`src/rtl/uart_tx_serializer.sv`:
```
// UART transmit serializer: start bit, LSB-first data, optional parity, stop bit(s), paced by the tx bit clock.
// Define UART_TX_PARITY_EN to compile in the parity bit (sense selected by PARITY_ODD).
module uart_tx_serializer #(
    parameter int unsigned DATA_BITS  = 8,
    parameter int unsigned STOP_BITS  = 1,
    parameter int unsigned PARITY_ODD = 0
) (
    input  logic                 i_clk,
    input  logic                 i_rst,
    input  logic                 i_tx_clk,
    input  logic                 i_tx_start,
    input  logic [DATA_BITS-1:0] i_tx_data,
    output logic                 o_tx,
    output logic                 o_tx_busy,
    output logic                 o_tx_done
);
    localparam int unsigned CNT_W = $clog2(DATA_BITS + 1);

    if (DATA_BITS < 5 || DATA_BITS > 9 || STOP_BITS < 1 || STOP_BITS > 2 || PARITY_ODD > 1) begin : g_param_check
        $error("uart_tx_serializer: illegal parameter value");
    end

    typedef enum logic [2:0] {
        IDLE,
        ARM,
        START,
        DATA,
`ifdef UART_TX_PARITY_EN
        PARITY,
`endif
        STOP
    } state_t;

    state_t               state, state_nxt;
    logic [DATA_BITS-1:0] shift, shift_nxt;
    logic [CNT_W-1:0]     bit_cnt, bit_cnt_nxt;
    logic [1:0]           stop_cnt, stop_cnt_nxt;
    logic                 tx_nxt, busy_nxt, done_nxt;
    logic                 prev_tx_clk;
    logic                 tick;
`ifdef UART_TX_PARITY_EN
    logic                 parity_bit, parity_nxt;
`endif

    assign tick = i_tx_clk & ~prev_tx_clk;

    always_ff @(posedge i_clk) begin
        prev_tx_clk <= i_tx_clk;
        if (i_rst) begin
            state     <= IDLE;
            shift     <= '0;
            bit_cnt   <= '0;
            stop_cnt  <= '0;
            o_tx      <= 1'b1;
            o_tx_busy <= 1'b0;
            o_tx_done <= 1'b0;
`ifdef UART_TX_PARITY_EN
            parity_bit <= 1'b0;
`endif
        end else begin
            state     <= state_nxt;
            shift     <= shift_nxt;
            bit_cnt   <= bit_cnt_nxt;
            stop_cnt  <= stop_cnt_nxt;
            o_tx      <= tx_nxt;
            o_tx_busy <= busy_nxt;
            o_tx_done <= done_nxt;
`ifdef UART_TX_PARITY_EN
            parity_bit <= parity_nxt;
`endif
        end
    end

    always_comb begin
        state_nxt    = state;
        shift_nxt    = shift;
        bit_cnt_nxt  = bit_cnt;
        stop_cnt_nxt = stop_cnt;
        tx_nxt       = o_tx;
        busy_nxt     = o_tx_busy;
        done_nxt     = 1'b0;
`ifdef UART_TX_PARITY_EN
        parity_nxt   = parity_bit;
`endif
        case (state)
            IDLE: begin
                tx_nxt   = 1'b1;
                busy_nxt = 1'b0;
                // The done cycle still belongs to the finished frame, so a request landing on it is dropped
                if (i_tx_start && !o_tx_done) begin
                    shift_nxt   = i_tx_data;
                    bit_cnt_nxt = '0;
                    busy_nxt    = 1'b1;
                    state_nxt   = ARM;
`ifdef UART_TX_PARITY_EN
                    parity_nxt  = (^i_tx_data) ^ 1'(PARITY_ODD);
`endif
                end
            end
            ARM: begin
                if (tick) begin
                    tx_nxt    = 1'b0;
                    state_nxt = START;
                end
            end
            START: begin
                if (tick) begin
                    tx_nxt      = shift[0];
                    shift_nxt   = shift >> 1;
                    bit_cnt_nxt = CNT_W'(1);
                    state_nxt   = DATA;
                end
            end
            DATA: begin
                if (tick) begin
                    if (bit_cnt < CNT_W'(DATA_BITS)) begin
                        tx_nxt      = shift[0];
                        shift_nxt   = shift >> 1;
                        bit_cnt_nxt = bit_cnt + CNT_W'(1);
                    end else begin
`ifdef UART_TX_PARITY_EN
                        tx_nxt       = parity_bit;
                        state_nxt    = PARITY;
`else
                        tx_nxt       = 1'b1;
                        stop_cnt_nxt = 2'd1;
                        state_nxt    = STOP;
`endif
                    end
                end
            end
`ifdef UART_TX_PARITY_EN
            PARITY: begin
                if (tick) begin
                    tx_nxt       = 1'b1;
                    stop_cnt_nxt = 2'd1;
                    state_nxt    = STOP;
                end
            end
`endif
            STOP: begin
                if (tick) begin
                    if (stop_cnt < 2'(STOP_BITS)) begin
                        stop_cnt_nxt = stop_cnt + 2'd1;
                    end else begin
                        busy_nxt  = 1'b0;
                        done_nxt  = 1'b1;
                        state_nxt = IDLE;
                    end
                end
            end
            default: begin
                tx_nxt    = 1'b1;
                busy_nxt  = 1'b0;
                state_nxt = IDLE;
            end
        endcase
    end
endmodule
```
`config.mk`:
```
export PLATFORM = sky130hd
export DESIGN_NAME = uart_tx_serializer
export DESIGN_NICKNAME = d
export VERILOG_FILES = /design/src/rtl/uart_tx_serializer.sv
export SDC_FILE = /design/constraint.sdc
export NUM_CORES = 1
export LEC_CHECK = 0
export ABC_AREA = 1
export ABC_CLOCK_PERIOD_IN_PS = 1750
export BUFFER_PORTS_ARGS = -buffer_cell sky130_fd_sc_hd__buf_2
export CORE_ASPECT_RATIO = 1.5
export CORE_UTILIZATION = 55
export CTS_CLUSTER_DIAMETER = 120
export CTS_CLUSTER_SIZE = 10
export DETAILED_ROUTE_END_ITERATION = 10
export PLACE_DENSITY = 0.77
export REMOVE_ABC_BUFFERS = 1
export SYNTH_ARGS = -nofsm -noshare
export SYNTH_HDL_FRONTEND = slang
export SYNTH_SLANG_ARGS = --single-unit
export TNS_END_PERCENT = 5
```
`constraint.sdc`:
```
create_clock -name i_clk -period 1.75 [get_ports i_clk]
set_input_delay 0.0875 -clock i_clk [delete_from_list [all_inputs] [get_ports i_clk]]
set_output_delay 0.0875 -clock i_clk [all_outputs]
set_load 0.005 [all_outputs]
```
Yosys cells after proc, flatten, opt, wreduce, memory -nomap -nowiden
Cells that the tools add are included.

operators by class
  add/subtract/negate cells = 2
  order comparisons = 2
  eq/ne operators = 13
  mux-type cells = 33
  bitwise operators = 5
  reductions and logical operators = 12

operator list
  operator                                       number
  two-way mux 8 bit                              4
  case mux 8 bit (3 select lines)                1
  two-way mux 3 bit                              7
  != test 2 bit, second input constant           9
  two-way mux 4 bit                              4
  case mux 3 bit (5 select lines)                1
  case mux 4 bit (3 select lines)                1
  AND reduction 5 bit                            2
  two-way mux 1 bit                              8
  two-way mux 2 bit                              4
  AND reduction 7 bit                            1
  == test 3 x 2 -> 1 bit, second input constant  2
  OR reduction 3 bit                             2
  adder 4 x 1 -> 4 bit, second input constant    1
  < comparator 4 bit, second input constant      1
  inverter 1 bit                                 4
  case mux 1 bit (4 select lines)                1
  case mux 2 bit (2 select lines)                1
  AND reduction 4 bit                            1
  == test 3 x 1 -> 1 bit, second input constant  1
  == test 3 bit, second input constant           1
  zero test 3 bit                                1
  case mux 1 bit (3 select lines)                1
  AND reduction 3 bit                            1
  other kinds (7)                                7

storage, ports and cells
  register bits after elaboration = 21
  input port bits = 12
  output and inout port bits = 3
  word-level logic and storage cells = 75

Longest topological paths before layout
Gate-level depths: netlist (run 1).

  depth in word-level cells = 4
  depth in mapped cells = 9
  mapped depth without buffers = 9

Least setup slack after synthesis (run 1)
OpenSTA, ideal clock, no wires.

  path type = flip-flop to flip-flop
  start point = register state[2]
  end point = register bit_cnt[3]
  setup time = 0.113 ns
  arrival time = 1.145 ns
  data required time = 1.637 ns
  slack = 0.492 ns
  cell stages (with the launch flop) = 9
  path buffers = 2
  period minus slack after synthesis = 1.258 ns
  cells stage by stage = dfxtp_1 buf_4 nor2_1 nand3_1 nand2_2 nand2_4 buf_6 o21ai_1 nor2_1

between the ends
  word-level cells in the longest chain between the ends = 3
  elaborated cells between the ends (all ways) = 10
  classes of those cells = eq/ne (6); mux (1); reduce/logical (3)

RTL lines
  element                                                                      line  RTL
  start, declared                                                              34    state_t state, state_nxt;
  start signal, assigned                                                       61    state <= state_nxt;
  == test 3 x 2 -> 1 bit / zero test 3 bit (equally long branches)             85    case (state)
  != test 2 bit (no source line) / nonzero test 3 bit (equally long branches)  n/a
  AND reduction 5 bit (no source line)                                         n/a
  end signal, assigned                                                         63    bit_cnt <= bit_cnt_nxt;
  end, declared                                                                36    logic [CNT_W-1:0] bit_cnt, bit_cnt_nxt;

Parallel ways exist; a longest one is shown, timed or not.
A chain may end at the register's enable or synchronous reset.

Worst setup path after layout (run 1)
  start point = register state[2]
  end point = register shift[4]

between the ends
  word-level cells in the longest chain between the ends = 3
  elaborated cells between the ends (all ways) = 10
  classes of those cells = eq/ne (6); mux (1); reduce/logical (3)

RTL lines
  element                                                                      line  RTL
  == test 3 x 2 -> 1 bit / zero test 3 bit (equally long branches)             85
  != test 2 bit (no source line) / nonzero test 3 bit (equally long branches)  n/a
  AND reduction 5 bit (no source line)                                         n/a
  end signal, assigned                                                         62    shift <= shift_nxt;
  end, declared                                                                35    logic [DATA_BITS-1:0] shift, shift_nxt;

Parallel ways exist; a longest one is shown, timed or not.

==> metrics.yaml, run 1 <==
floorplan:
  initial_core_util_pct: 59.9
  die_area_sq_mm: 0.00221
  pin_count: 15
  die_w_um: 38.7
  fp.dieH_um: 57.0
  core.rowCount: 19
  coreArea_sq_mm: 0.00185
sta:
  relSlewSlack_pct: 71.4
  setup_viol: 0
  finalCritPeriodShare_pct: 86.9
  period_needed_ps: 1520
  rsz0062_at_grt: "no"
  finalClockSkew_ps: 12.8
  tightest_slew_ps: 429
  setup-tns-final_ps: 0
  finalHoldViolCount: 0
  max_freq_mhz: 658
  slew_viol_final: 0
critical_path:
  r2r-end: "shift[4]"
  setup.worst_path.start_class: "flip-flop"
  required_ps: 1960
  crit_type: "reg2reg"
  endpoint_kind: "flip-flop"
  crit_end: "shift[4]"
  cp_max_fo: 13
  crit_arrival_ps: 1730
  worstRegToRegCells: 7
  setup.worst_path.start: "state[2]"
  r2r_slack_ps: 230
  r2r_start: "state[2]"
synthesis:
  ys_ff_latch: 21
  syn_area_per_cell_sq_um: 6.42
  postSynthCellCount: 173
  yosysWarnings: 0
  ys_seq_area_share_pct: 37.9
  yosysUniqueCellTypes: 20
  synth_area_sq_mm: 0.00111
run:
  drv_cap: 0
cells_and_area:
  multiInputGateArea_sq_um: 599
  layout-drive-gt1-share_pct: 13.8
  final_nets: 204
  seq_area_sq_um: 420
  fill_cells: 170
  synthToLayoutAreaGrowth_pct: 9.92
  diodes: 0
  final_cells: 210
global_route:
  grt_overflow: 0
  grt_pass1_wl_mm: 3.95
  grt_use_total_pct: 25.3
  antenna_found_initial: 0
  grt_max_degree: 16
  grt_pass1_vias: 982
outcome:
  status: "finished clean"
clock_network:
  clkLatencyLatePin_ps: 310
  cts_setup_buffers: 0
  clock_path_buffers: 2
  cts.htree.levels: 1
  root_buffer: "clkbuf_4"
  clk_pin_slew_worst_paths_ps: 130
  cts_sinks: 21
  cts_tree: "yes"
  cts_buffers: 3
worst_hold_path:
  hp-start: "i_rst"
  hold_path_class: "in2reg"
route:
  routedWlPerCell_um: 11.4
  drt-initial-drc-count: 19
  dr.pass1.iters: 4
  drt-total-wl_mm: 2.39
  vias: 1109
  route.antenna.remaining_nets: 0
  drc: 0
  viasPerCell: 5.28
pwr:
  power.density_mw_per_mm2: 1690
  p_leak_nw: 0.609
  vdd_drop_max_mv: 0.876
placement:
  post-dp-hpwl_mm: 1.78
  place_congestion: 0.835
  portBuffers: 14
  placed_cells: 205
[registers in the layout (all words and copies together) (netlist names)]
register     count
bit_cnt          4
o_tx_done        1
o_tx_busy        1
shift            8
stop_cnt         2
state            3
prev_tx_clk      1
o_tx             1
[cell usage after synthesis (all sizes together)]
master  count  area (sq um)
nand2      53           211
nor2       39           170
o21ai      13          65.1
inv        18          67.6
xnor2       1          8.76
nor3        1          5.00
nand3      11          55.1
a21oi       8          40.0
dfxtp      21           420
ha          2          25.0
clkbuf      1          3.75
nand4       3          18.8
buf         2          18.8
[what timing repair did]
item                      in CTS  in global routing
hold endpoints to repair       1                  0
gates resized for setup        0                  0
hold buffers                   1                  0
[where the power goes]
group / switching (mW) / internal [mW]
combinational: 0.675 / 0.350
clock: 0.152 / 0.0890
sequential: 0.141 / 0.650
[cell usage in the layout (no fill, tap or decap), drive strengths merged]
cell type and instances:
nand2 53, nor2 39, dfxtp 21, inv 18, buf 14, o21ai 13
nand3 11, a21oi 8, clkbuf 4, nand4 3, ha 2, xnor2 1
nor3 1, dlygate4sd3 1
[cell families after synthesis]
logic type                 synth area share, %
adders and majority gates                 2.25
and+or+nand+nor                           41.5
DFF                                       37.9
xor gates and xnor gates                 0.789
AOI/OAI and AO/OA                         9.47
buffers and inverters                     8.12
[routing by layer]
metal / routed length (um) / up-vias / global-route usage (%) / part of all wire (%)
met4: 115 / 0 / 17.7 / 4.8
met5: 0 / - / 0 / 0
met2: 1190 / 39 / 42.9 / 50
met1: 993 / 484 / 27.6 / 42
li1: - / 575 / - / -
met3: 96 / 11 / 2.33 / 4.0
[worst min path at each step]
stage | endpoint | slack [ps] | cells past startpoint
3_5_place_dp | prev_tx_clk | 220 | 1
5_1_grt | o_tx_done | 20 | 2
6_report | bit_cnt[0] | 20 | 2
3_3_place_gp | prev_tx_clk | 220 | 1
2_1_floorplan | prev_tx_clk | 120 | 0
4_1_cts | bit_cnt[0] | 20 | 2
[through the flow]
stage	utilization (%)	hold slack, ps	instance area [sq um]	worst slack, ps	power (mW)
final	65.8	17.2	1220	229	2.06
after global routing	65.8	17.3	1220	124	2.25
after CTS	65.8	15.7	1220	238	2.06
after detailed placement	63.8	216	1180	262	1.82
after global placement	63.8	216	1180	311	1.78
after floorplan	-	115	1090	475	1.57
[cell type report]
cell class / instances / area share [%]
clock buffer: 4 / 2.15
inverter: 18 / 5.54
multi-input combinational: 131 / 49.1
sequential: 21 / 34.5
tap: 21 / 2.15
timing repair buffer: 15 / 6.56
[worst max-delay path: stages (launching register included)]
cell,delay [ps]
dfxtp_1,590
nor2_8,110
inv_2,170
nand2_2,100
nand2_4,160
inv_2,120
nor2_1,110
nor2_1,50
No activity file was read; power rests on OpenSTA's default activity.
==> run 2, diff against run 1 <==
--- a/config.mk
+++ b/config.mk
@@ -9,11 +9,10 @@
 export ABC_CLOCK_PERIOD_IN_PS = 1750
 export BUFFER_PORTS_ARGS = -buffer_cell sky130_fd_sc_hd__buf_2
 export CORE_ASPECT_RATIO = 1.5
-export CORE_UTILIZATION = 55
+export CORE_UTILIZATION = 33
 export CTS_CLUSTER_DIAMETER = 120
 export CTS_CLUSTER_SIZE = 10
 export DETAILED_ROUTE_END_ITERATION = 10
-export PLACE_DENSITY = 0.77
 export REMOVE_ABC_BUFFERS = 1
 export SYNTH_ARGS = -nofsm -noshare
 export SYNTH_HDL_FRONTEND = slang
==> run 2 against run 1 <==
Compared with the run above:
- core utilization down 26 points
- count of clock-buffer cells in the layout down 1
- final area up 3.6%
- critical path depth unchanged
- routed wire length down 3.5%
- hold slack better by 50 ps
- critical endpoint is now bit_cnt[3]
- first-iteration DRC count down 5.3%
- sequential share of layout area down 1.2 points
- sequential power about the same
- largest cell class unchanged
- total power up 2.4%
- non-clock buffer count unchanged
- combinational power down 3%
==> metrics.yaml, run 2 (same netlist as run 1, synthesis figures left out) <==
pwr:
  p_switching_mw: 0.953
  power_frac_seq_pct: 37.6
  internal_power_mw: 1.16
  vdd_drop_max_mv: 0.627
  power.density_mw_per_mm2: 1670
  swShare_pct: 45.2
  pwr-share-clk_pct: 15.3
  power_frac_comb_pct: 47.2
  p_leak_nw: 0.620
clock_network:
  cts_tree: "yes"
  cts.htree.levels: 1
  clock_path_buffers: 2
  clk_pin_slew_worst_paths_ps: 80
  cts_buffers: 3
  cts_resized: 0
  cts_setup_buffers: 0
  clkLatencyLatePin_ps: 260
  root_buffer: "clkbuf_8"
  cts_sinks: 21
cells_and_area:
  multiInputGateArea_sq_um: 599
  largest-register: "shift"
  reg_top3: "shift x8, bit_cnt x4, state x3"
  largest_reg_flops: 8
  synthToLayoutAreaGrowth_pct: 13.9
  mostFrequentLayoutCell: "nand2_1"
  final_cell_mix: "50 x nand2_1, 37 x nor2_1, 21 x dfxtp_1, 14 x inv_1, 14 x buf_2"
  final_nets: 204
  fill_cells: 373
  diodes: 0
  layout-drive-gt1-share_pct: 14.3
  seq_area_sq_um: 420
critical_path:
  max_stage_delay_ps: 590
  required_ps: 1910
  path_cells: "nor2_8, inv_2, nand2_2, nand2_4, inv_2, nor2_1, nor2_1"
  cp_slowest_cell: "dfxtp_1"
  path_delay_family: "flip-flops"
  crit_type: "reg2reg"
  cp_num_buf_inv: 2
  setup.worst_path.start_class: "flip-flop"
  cp_max_fo: 13
  endpoint_kind: "flip-flop"
  crit_arrival_ps: 1680
floorplan:
  die_area_sq_mm: 0.00360
  core.rowCount: 25
  initial_core_util_pct: 34.8
  die_w_um: 49.4
  fp.dieH_um: 73.0
  pin_count: 15
  coreArea_sq_mm: 0.00319
route:
  routedWlPerCell_um: 10.1
  route.antenna.remaining_nets: 0
  drt-initial-drc-count: 18
  vias: 1065
  drc: 0
  drt-total-wl_mm: 2.31
  dr.pass1.iters: 4
  viasPerCell: 4.65
global_route:
  grt_use_total_pct: 14.9
  grt_overflow: 0
  grt_pass1_wl_mm: 4.18
  grt_pass1_vias: 1020
  antenna_found_initial: 0
  grt_max_degree: 16
sta:
  setup_ws_ps: 225
  period_needed_ps: 1530
  setup_viol: 0
  max_freq_mhz: 656
  relSlewSlack_pct: 70.6
  finalHoldViolCount: 0
  rsz0062_at_grt: "no"
  setup-tns-final_ps: 0
  finalClockSkew_ps: 5.29
  tightest_slew_ps: 441
  slew_viol_final: 0
  finalCritPeriodShare_pct: 87.2
placement:
  post-dp-hpwl_mm: 1.72
  portBuffers: 14
  place_congestion: 0.827
  dpl_worst_slack_ps: 238
worst_hold_path:
  hold_path_class: "in2reg"
outcome:
  status: "finished clean"
run:
  drv_cap: 0
run 2: layer usage:
layer	global-route usage [%]	vias to the layer above	part of all wire, %
li1	-	577	-
met1	16.2	467	44
met2	28.0	17	52
met3	1.88	4	2.4
met4	6.86	0	1.6
met5	0	-	0
run 2: final cells by class:
class | instances | area share [%]
Multi-Input combinational cell | 131 | 47.4
Sequential cell | 21 | 33.3
Timing Repair Buffer | 15 | 6.34
Inverter | 18 | 5.35
Tap cell | 40 | 3.96
Clock buffer | 3 | 3.27
Clock inverter | 1 | 0.396
run 2: power groups by stage:
| stage | sequential (mW) | clock (mW) | combinational, mW |
|---|---|---|---|
| global placement | 0.801 | 0 | 1.01 |
| CTS | 0.795 | 0.336 | 1.01 |
| finish | 0.792 | 0.322 | 0.995 |
| global route | 0.819 | 0.353 | 1.17 |
| floorplan | 0.777 | 0 | 0.797 |
| detailed placement | 0.805 | 0 | 1.00 |
run 2: worst paths after layout:
path | depth (start not counted) | end | slack [ps] | startpoint
worst min-delay path | 2 | bit_cnt[0] | 70 | i_rst
worst min register to register | 2 | o_tx | 470 | o_tx
worst max-delay path | 7 | bit_cnt[3] | 220 | state[2]
worst max register to register | 7 | bit_cnt[3] | 220 | state[2]
run 2: metrics by stage:
stage          power [mW]  cells  cell area [sq um]  hold slack [ps]  util [%]
6_report             2.11    229               1260             67.0      39.6
5_1_grt              2.34    229               1260             91.0      39.6
4_1_cts              2.14    229               1260             68.1      39.6
3_5_place_dp         1.81    224               1210              223      37.8
3_3_place_gp         1.81    224               1210              219      37.8
2_1_floorplan        1.57    170               1090              115         -
run 2: timing repair:
item,4_1_cts,5_1_grt
setup endpoints to repair,0,0
hold endpoints to repair,1,0
hold buffers,1,0
